--- src/rtl/spi_flash_pkg.sv ---
// Shared types and constants for the SPI flash read sequencer.
// Bit counts describe one READ frame: opcode, address, data.
package spi_flash_pkg;

  typedef enum logic [2:0] {
    IDLE,
    CS_SETUP,
    CMD,
    ADDR,
    DATA,
    CS_HOLD,
    DONE
  } state_e;

  localparam logic [7:0] READ_CMD_DEF = 8'h03;

  localparam int CMD_BITS   = 8;
  localparam int ADDR_BITS  = 24;
  localparam int DATA_BITS  = 8;
  localparam int FRAME_BITS = CMD_BITS + ADDR_BITS + DATA_BITS;
  localparam int BCNT_W     = 6;
  localparam int SH_W       = CMD_BITS + ADDR_BITS;

  function automatic logic is_shift(state_e s);
    return (s == CMD) || (s == ADDR) || (s == DATA);
  endfunction

endpackage

--- src/rtl/spi_sclk_gen.sv ---
// SCLK phase divider: H cycles low then H cycles high per bit.
// rise_en/fall_en mark the last cycle of each phase.
module spi_sclk_gen #(
  parameter int unsigned H = 2
) (
  input  logic clk_i,
  input  logic rst_ni,
  input  logic en_i,
  output logic rise_en_o,
  output logic fall_en_o
);

  logic [7:0] cnt_q;
  logic       ph_q;
  logic       last;

  assign last      = (cnt_q == 8'(H - 1));
  assign rise_en_o = en_i & ~ph_q & last;
  assign fall_en_o = en_i & ph_q & last;

  always_ff @(posedge clk_i or negedge rst_ni) begin
    if (!rst_ni) begin
      cnt_q <= '0;
      ph_q  <= 1'b0;
    end else if (!en_i) begin
      cnt_q <= '0;
      ph_q  <= 1'b0;
    end else if (last) begin
      cnt_q <= '0;
      ph_q  <= ~ph_q;
    end else begin
      cnt_q <= cnt_q + 8'd1;
    end
  end

endmodule

--- src/rtl/spi_flash_read_ctrl.sv ---
// Turns 6809 reads of the flash window into single-byte SPI READs,
// stretching MRDY and yielding the pins whenever the FT2232 owns them.
module spi_flash_read_ctrl
  import spi_flash_pkg::*;
#(
  parameter int unsigned CLK_DIV    = 2,
  parameter logic [23:0] FLASH_BASE = 24'h000000,
  parameter logic [7:0]  READ_CMD   = READ_CMD_DEF
) (
  input  logic        i_clk,
  input  logic        i_rst_n,
  input  logic        i_spi_ce,
  input  logic        i_bus_strobe,
  input  logic        i_rw,
  input  logic [11:0] i_addr,
  input  logic        i_FT_CS,
  input  logic        i_spi_miso,
  output logic        o_spi_sclk,
  output logic        o_spi_mosi,
  output logic        o_spi_cs_n,
  output logic        o_spi_oe,
  output logic [7:0]  o_data,
  output logic        o_data_valid,
  output logic        o_mrdy
);

  localparam logic [BCNT_W-1:0] LAST_CMD  = BCNT_W'(CMD_BITS - 1);
  localparam logic [BCNT_W-1:0] LAST_ADDR = BCNT_W'(SH_W - 1);
  localparam logic [BCNT_W-1:0] LAST_BIT  = BCNT_W'(FRAME_BITS - 1);
  localparam logic [7:0]        H_LAST    = 8'(CLK_DIV - 1);

  state_e              state_q;
  logic                cs_n_q, sclk_q, mosi_q, oe_q;
  logic                valid_q, mrdy_q;
  logic [7:0]          data_q, rx_q, cnt_q;
  logic [SH_W-1:0]     sh_q;
  logic [BCNT_W-1:0]   bit_q;
  logic                rise_en, fall_en, start;

  assign start = i_bus_strobe & i_spi_ce & i_rw;

  spi_sclk_gen #(.H(CLK_DIV)) u_sclk (
    .clk_i     (i_clk),
    .rst_ni    (i_rst_n),
    .en_i      (is_shift(state_q)),
    .rise_en_o (rise_en),
    .fall_en_o (fall_en)
  );

  always_ff @(posedge i_clk or negedge i_rst_n) begin
    if (!i_rst_n) begin
      state_q <= IDLE;
      cs_n_q  <= 1'b1;
      sclk_q  <= 1'b0;
      mosi_q  <= 1'b0;
      oe_q    <= 1'b0;
      data_q  <= 8'hFF;
      valid_q <= 1'b0;
      mrdy_q  <= 1'b1;
      rx_q    <= '0;
      cnt_q   <= '0;
      sh_q    <= '0;
      bit_q   <= '0;
    end else begin
      valid_q <= 1'b0;
      if (state_q != IDLE && !i_FT_CS) begin
        // Programmer grabbed the flash: drop everything, hand CPU 0xFF
        state_q <= IDLE;
        cs_n_q  <= 1'b1;
        sclk_q  <= 1'b0;
        mosi_q  <= 1'b0;
        oe_q    <= 1'b0;
        data_q  <= 8'hFF;
        valid_q <= 1'b1;
        mrdy_q  <= 1'b1;
      end else begin
        unique case (state_q)
          IDLE: begin
            if (start && i_FT_CS) begin
              state_q <= CS_SETUP;
              cs_n_q  <= 1'b0;
              oe_q    <= 1'b1;
              mrdy_q  <= 1'b0;
              cnt_q   <= '0;
              bit_q   <= '0;
              sh_q    <= {READ_CMD, FLASH_BASE + {12'h000, i_addr}};
            end else if (start) begin
              data_q  <= 8'hFF;
              valid_q <= 1'b1;
            end
          end
          CS_SETUP: begin
            if (cnt_q == H_LAST) begin
              state_q <= CMD;
              cnt_q   <= '0;
              mosi_q  <= sh_q[SH_W-1];
            end else begin
              cnt_q <= cnt_q + 8'd1;
            end
          end
          CMD, ADDR, DATA: begin
            if (rise_en) begin
              sclk_q <= 1'b1;
              if (state_q == DATA) rx_q <= {rx_q[6:0], i_spi_miso};
            end
            if (fall_en) begin
              sclk_q <= 1'b0;
              bit_q  <= bit_q + 1'b1;
              sh_q   <= {sh_q[SH_W-2:0], 1'b0};
              mosi_q <= (bit_q < LAST_ADDR) ? sh_q[SH_W-2] : 1'b0;
              if (bit_q == LAST_CMD)       state_q <= ADDR;
              else if (bit_q == LAST_ADDR) state_q <= DATA;
              else if (bit_q == LAST_BIT)  state_q <= CS_HOLD;
            end
          end
          CS_HOLD: begin
            if (cnt_q == H_LAST) begin
              state_q <= DONE;
              cnt_q   <= '0;
            end else begin
              cnt_q <= cnt_q + 8'd1;
            end
          end
          DONE: begin
            state_q <= IDLE;
            cs_n_q  <= 1'b1;
            oe_q    <= 1'b0;
            mrdy_q  <= 1'b1;
            data_q  <= rx_q;
            valid_q <= 1'b1;
          end
          default: state_q <= IDLE;
        endcase
      end
    end
  end

  assign o_spi_sclk   = sclk_q;
  assign o_spi_mosi   = mosi_q;
  assign o_spi_cs_n   = cs_n_q;
  assign o_spi_oe     = oe_q;
  assign o_data       = data_q;
  assign o_data_valid = valid_q;
  assign o_mrdy       = mrdy_q;

endmodule

--- config.mk ---
export PLATFORM = sky130hd
export DESIGN_NAME = spi_flash_read_ctrl
export DESIGN_NICKNAME = d
export VERILOG_FILES = /design/src/rtl/spi_flash_pkg.sv /design/src/rtl/spi_sclk_gen.sv /design/src/rtl/spi_flash_read_ctrl.sv
export SDC_FILE = /design/constraint.sdc
export NUM_CORES = 1
export LEC_CHECK = 0
export ABC_CLOCK_PERIOD_IN_PS = 5300
export CAP_MARGIN = 20
export CORE_ASPECT_RATIO = 1.5
export CORE_MARGIN = 2
export CORE_UTILIZATION = 45
export DETAILED_ROUTE_END_ITERATION = 8
export HOLD_SLACK_MARGIN = 0.05
export SLEW_MARGIN = 20
export SYNTH_ARGS = -nofsm -noshare
export SYNTH_HDL_FRONTEND = slang
export SYNTH_SLANG_ARGS = --single-unit
--- constraint.sdc ---
create_clock -name i_clk -period 5.3 [get_ports i_clk]
set_input_delay 1.06 -clock i_clk [delete_from_list [all_inputs] [get_ports i_clk]]
set_output_delay 1.06 -clock i_clk [all_outputs]
set_load 0.005 [all_outputs]
## Word level (Yosys, flattened, before mapping)

Index checks and enable logic that the tools add are counted.

- Input bits: 19
- Logic and storage cells: 114
- Register bits after elaboration: 79
- Output and inout bits: 14

- $lt $le $gt $ge: 1
- Add/subtract/negate cells: 3
- Bitwise logic cells: 8
- Equality and inequality tests: 21
- Muxes and demuxes: 45
- Reductions and logical operators: 23

Operators with widths:

| kind | count |
|---|---|
| 32-bit two-way mux | 2 |
| 32-bit one-hot mux with 2 select lines | 1 |
| 8-bit two-way mux | 7 |
| 8-bit one-hot mux with 2 select lines | 2 |
| 3-bit two-way mux | 8 |
| 3-bit inequality test (second input constant) | 6 |
| 1-bit two-way mux | 17 |
| 8-bit by 1-bit adder with 8-bit output (second input constant) | 2 |
| 8-bit by 1-bit equality test with 1-bit output (second input constant) | 2 |
| 6-bit two-way mux | 2 |
| 3-bit one-hot mux with 4 select lines | 1 |
| 6-bit one-hot mux with 2 select lines | 1 |
| 3-bit nonzero test | 4 |
| 3-bit equality test (second input constant) | 3 |
| 3-bit AND reduction | 3 |
| 1-bit one-hot mux with 2 select lines | 4 |
| 4-bit AND reduction | 2 |
| 6-bit by 1-bit adder with 6-bit output (second input constant) | 1 |
| 1-bit bitwise AND | 6 |
| 3-bit by 2-bit equality test with 1-bit output (second input constant) | 2 |
| 6-bit by 3-bit equality test with 1-bit output (second input constant) | 1 |
| 6-bit by 5-bit equality test with 1-bit output (second input constant) | 1 |
| 6-bit equality test (second input constant) | 1 |
| 6-bit by 5-bit less-than comparator with 1-bit output (second input constant) | 1 |
| other kinds (13) | 21 |

## Depth between registers and ports, before layout

- Word-level depth: 9
- Depth in mapped cells: 9
- Mapped depth without buffers: 7

## Cells and area by module

Synthesis repeated with hierarchy kept, for this count alone.

- Cells, all modules: 349
- Area total of the unflattened synthesis: 3794.9 µm²

By module, submodules not included:

| module | times used | area an instance (µm²) | cells each | sequential area each (µm²) |
|---|---|---|---|---|
| spi_flash_read_ctrl | 1 | 3348.2 | 304 | 1762.9 |
| spi_sclk_gen | 1 | 446.7 | 45 | 225.2 |

## Worst setup path after synthesis

Ideal clock, no wire load.

- Path type: input -> register
- From: in i_FT_CS
- To: reg cnt_q[5]
- Arrival: 2.182 ns
- Setup time: 0.128 ns
- Required time: 5.172 ns
- Path slack: 2.989 ns
- Stages: 6
- Path buffers: 3
- Cells stage by stage: clkbuf_1 -> clkbuf_1 -> clkbuf_1 -> nand2_1 -> o21ai_0 -> o31ai_1

- Longest elaborated chain between the ends: 4
- Elaborated cells on any way between the ends: 6
- Those cells by class: eq/ne (1); bitwise (1); reduce/logical (4)

Ends and longest elaborated chain:

| element | RTL line | RTL |
|---|---|---|
| start: declaration | spi_flash_read_ctrl.sv:16 | `input logic i_FT_CS,` |
| parallel branches: the longest is 3 deep, another holds 2-bit inequality test | n/a |  |
| 3-bit AND reduction (no line) (*) | n/a |  |
| end signal: assignment | spi_flash_read_ctrl.sv:98 | `cnt_q <= cnt_q + 8'd1;` |
| end signal: assignment | spi_flash_read_ctrl.sv:121 | `cnt_q <= cnt_q + 8'd1;` |
| end: declaration | spi_flash_read_ctrl.sv:35 | `logic [7:0] data_q, rx_q, cnt_q;` |

Mark *: on every way between the ends.
A chain may end at the register's enable or synchronous reset.

## Final worst setup path

- From: in i_FT_CS
- To: reg rx_q[5]

- Longest elaborated chain between the ends: 4

Ends and longest elaborated chain:

| element | RTL line | RTL |
|---|---|---|
| 1-bit zero test | spi_flash_read_ctrl.sv:66 | `if (state_q != IDLE && !i_FT_CS) begin` |
| 1-bit logical AND | spi_flash_read_ctrl.sv:66 |  |
| 1-bit NOT (no line) | n/a |  |
| 4-bit AND reduction (no line) | n/a |  |
| end signal: assignment | spi_flash_read_ctrl.sv:104 | `if (state_q == DATA) rx_q <= {rx_q[6:0], i_spi_miso};` |
| end: declaration | spi_flash_read_ctrl.sv:35 |  |

No other way between the ends.

==> metrics.txt <==
cells on worst reg2reg path=5; Yosys top cell area share=47.1%; worst skew pair latency=0.33 ns; Ports=33; top layer in use=met4; Num Clock Sinks=79; Top delay family on crit path=buffers and inverters; sequential area share after synthesis=53.4%; Pre-antenna DRT Iters=4; FF-to-FF Start=state_q[2]; WP data required=5.52 ns; number of global-route vias before repair=2,522; Critical Path Sink Type=flop; antenna diode count=0; DP Wirelength=4410 um; Synth async-reset ratio=100%; CP Launch Type=input port; CORE AREA=8010 um^2; sw power=0.779 mW; Slew @ Worst Pin=0.992 ns; Max FO, Critical Path=26; Relative slew margins=33.8%; maxcap violations=0; via count=2,685; CTS Hold Bufs=0; Iter 0 DRT Violations=155; CTS tree=done; Post-Route WL=6750 um; top_reg_cell synth=dfrtp_1; Tmin final=3.02 ns; flop-to-flop setup slack=2.86 ns; Worst path slowest cell=clkdlybuf4s50_1; status=complete, no violations; IO buf count=32; Netlist cell types=48; Worst Hold Path Cells=2; Leakage=1.96 nW; first-pass GRT wire length=11,700 um; synth top area cells=dfrtp_1 47%, nand2_1 6.9%, o21ai_0 6.6%; clock-pin slew on the worst setup and hold paths=0.06 ns; FILL cells=730; worst-case clock skew=0.00512 ns; Syn Inst Count=371; Sequential Power Share=41.3%; clk root buf=clkbuf_16; Final setup viols=0; clock power share=28.3%; reg2reg end=state_q[0]; critical path class=in -> reg; met2 wire length=3360 um; Layout area overhead=19.6%; Post-synth EDFFs=0; #FFs+latches synth=79; Fmax achieved=0.331 GHz; largest net degree at the start of global routing=80; layout cells sized above 1=11.8%; Die Area=9030 um^2; CTS max path bufs=2; Cell Rows=40; cell chain of the critical path=clkdlybuf4s50_1 -> nand2b_1 -> nor4_4 -> mux2_2; area leader, netlist=dfrtp_1; Syn. warnings=0; total negative slack=0 ns; Post-CTS Resized=0; final setup margin=2.28 ns; combinational share of power=30.4%; CTS buffer count=9; Int Power=1.59 mW; DR vias/cell=5.32; Tightest Hold Check Type=reg -> reg; metal3 WL=169 um; min-delay src=sh_q[20]; RSZ-0062 raised after global routing=no; worst slack at placement=1.78 ns; Worst VDD drop=0.000305 V; synth cell count leaders=70 x dfrtp_1, 68 x nand2_1, 49 x o21ai_0, 26 x nor2_1, 14 x nand3_1; Hold EP=sh_q[20]; Crit path largest cell delay=1.05 ns; routed len/inst=13.4 um; initial antenna violation count=0; Hold Violations, Final=0; period utilization=57.0%; H-tree Lvls=3; critical path arrival=3.24 ns; CP bufs+invs=1; Nets=419; synthesized area=3720 um^2; Final Max Tran Viols=0; Post-Syn Area per Cell=10.0 um^2; GRT Util Overall=16.5%; Post-CTS Setup Inserts=0; drt drc=0; most common cell in the netlist=dfrtp_1; die width=78.2 um; Sw Share=33.0%; Die Y=115 um; total congestion overflow=0; met1 wire length=3060 um; GPL Wtd Cong=0.781; Starting Density=46.5%; net count after synthesis=395; ANT nets after route=0; Power Density=531 nW/um^2
==> layer usage <==
layer | vias up | track usage [%]
met4 | 0 | 8.42
li1 | 1340 | -
met2 | 36 | 27.4
met3 | 12 | 3.69
met1 | 1297 | 20.4
met5 | - | 0
==> worst min-delay path, stage by stage, from the launching register on <==
cell,delay [ns]
dfrtp_1,0.34
nand2_1,0.04
o21ai_0,0.06
==> sequential cells by signal (all words and copies together) (netlist names) <==
signal	flops
u_sclk.ph_q	1
cnt_q	8
sh_q	32
o_mrdy	1
o_data_valid	1
rx_q	8
bit_q	6
u_sclk.cnt_q	8
o_data	8
o_spi_sclk	1
state_q	3
o_spi_oe	1
o_spi_mosi	1
==> per-stage QoR <==
| step | instances | power [mW] | util (%) | area (um^2) | hold WS (ns) |
|---|---|---|---|---|---|
| 3_3_place_gp | 488 | 1.70 | 51.0 | 4090 | 0.463 |
| 2_1_floorplan | 371 | 1.48 | - | 3720 | 0.449 |
| 6_report | 505 | 2.36 | 55.6 | 4450 | 0.478 |
| 4_1_cts | 504 | 2.40 | 55.2 | 4420 | 0.482 |
| 3_5_place_dp | 488 | 1.72 | 51.1 | 4090 | 0.470 |
| 5_1_grt | 505 | 2.55 | 55.6 | 4450 | 0.501 |
==> power by group through the flow <==
stage	combinational (mW)	clock, mW	sequential, mW
finish	0.718	0.670	0.977
global route	0.827	0.711	1.01
CTS	0.731	0.687	0.979
detailed placement	0.728	0	0.987
global placement	0.716	0	0.981
floorplan	0.552	0	0.930
==> worst max path at each step <==
stage	cells past startpoint	slack, ns	end	startpoint
floorplan	6	2.99	cnt_q[5]	i_FT_CS
global placement	4	1.79	bit_q[5]	i_FT_CS
detailed placement	3	1.78	sh_q[17]	i_FT_CS
CTS	3	2.10	sh_q[27]	i_FT_CS
global route	4	2.12	rx_q[5]	i_FT_CS
finish	4	2.28	rx_q[5]	i_FT_CS
==> cell usage in the layout, fill, tap and decap left out, drive strengths merged, types with 6 or more instances in the layout <==
| master | count |
|---|---|
| dfstp | 9 |
| nor2 | 26 |
| nand2 | 69 |
| clkbuf | 11 |
| mux2i | 11 |
| nand3 | 14 |
| mux2 | 10 |
| dfrtp | 70 |
| nand2b | 6 |
| o21ai | 50 |
| o31ai | 6 |
| o22a | 9 |
| xor2 | 10 |
| clkdlybuf4s50 | 31 |
==> kinds of logic (layout without fill, tap and decap cells) <==
family / after synthesis / count (layout) / share of synthesized area, %
buffers and inverters: 25 / 54 / 2.86
flip-flops: 79 / 79 / 53.4
XOR/XNOR: 12 / 12 / 2.82
AO/OA/AOI/OAI: 86 / 86 / 14.7
AND/OR/NAND/NOR: 143 / 143 / 18.6
multiplexers: 21 / 21 / 5.99
adder cells (fa/ha/maj): 5 / 5 / 1.68
==> cell type report <==
cell class / count / area [um^2] / area share (%)
Timing Repair Buffer: 33 / 338 / 7.59
Inverter: 5 / 18.8 / 0.422
Multi-Input combinational cell: 267 / 1640 / 36.9
Clock inverter: 5 / 80.1 / 1.80
Sequential cell: 79 / 1990 / 44.7
Clock buffer: 11 / 253 / 5.68
Tap cell: 105 / 131 / 2.95
Note: power is estimated with default switching activity, not from simulation.
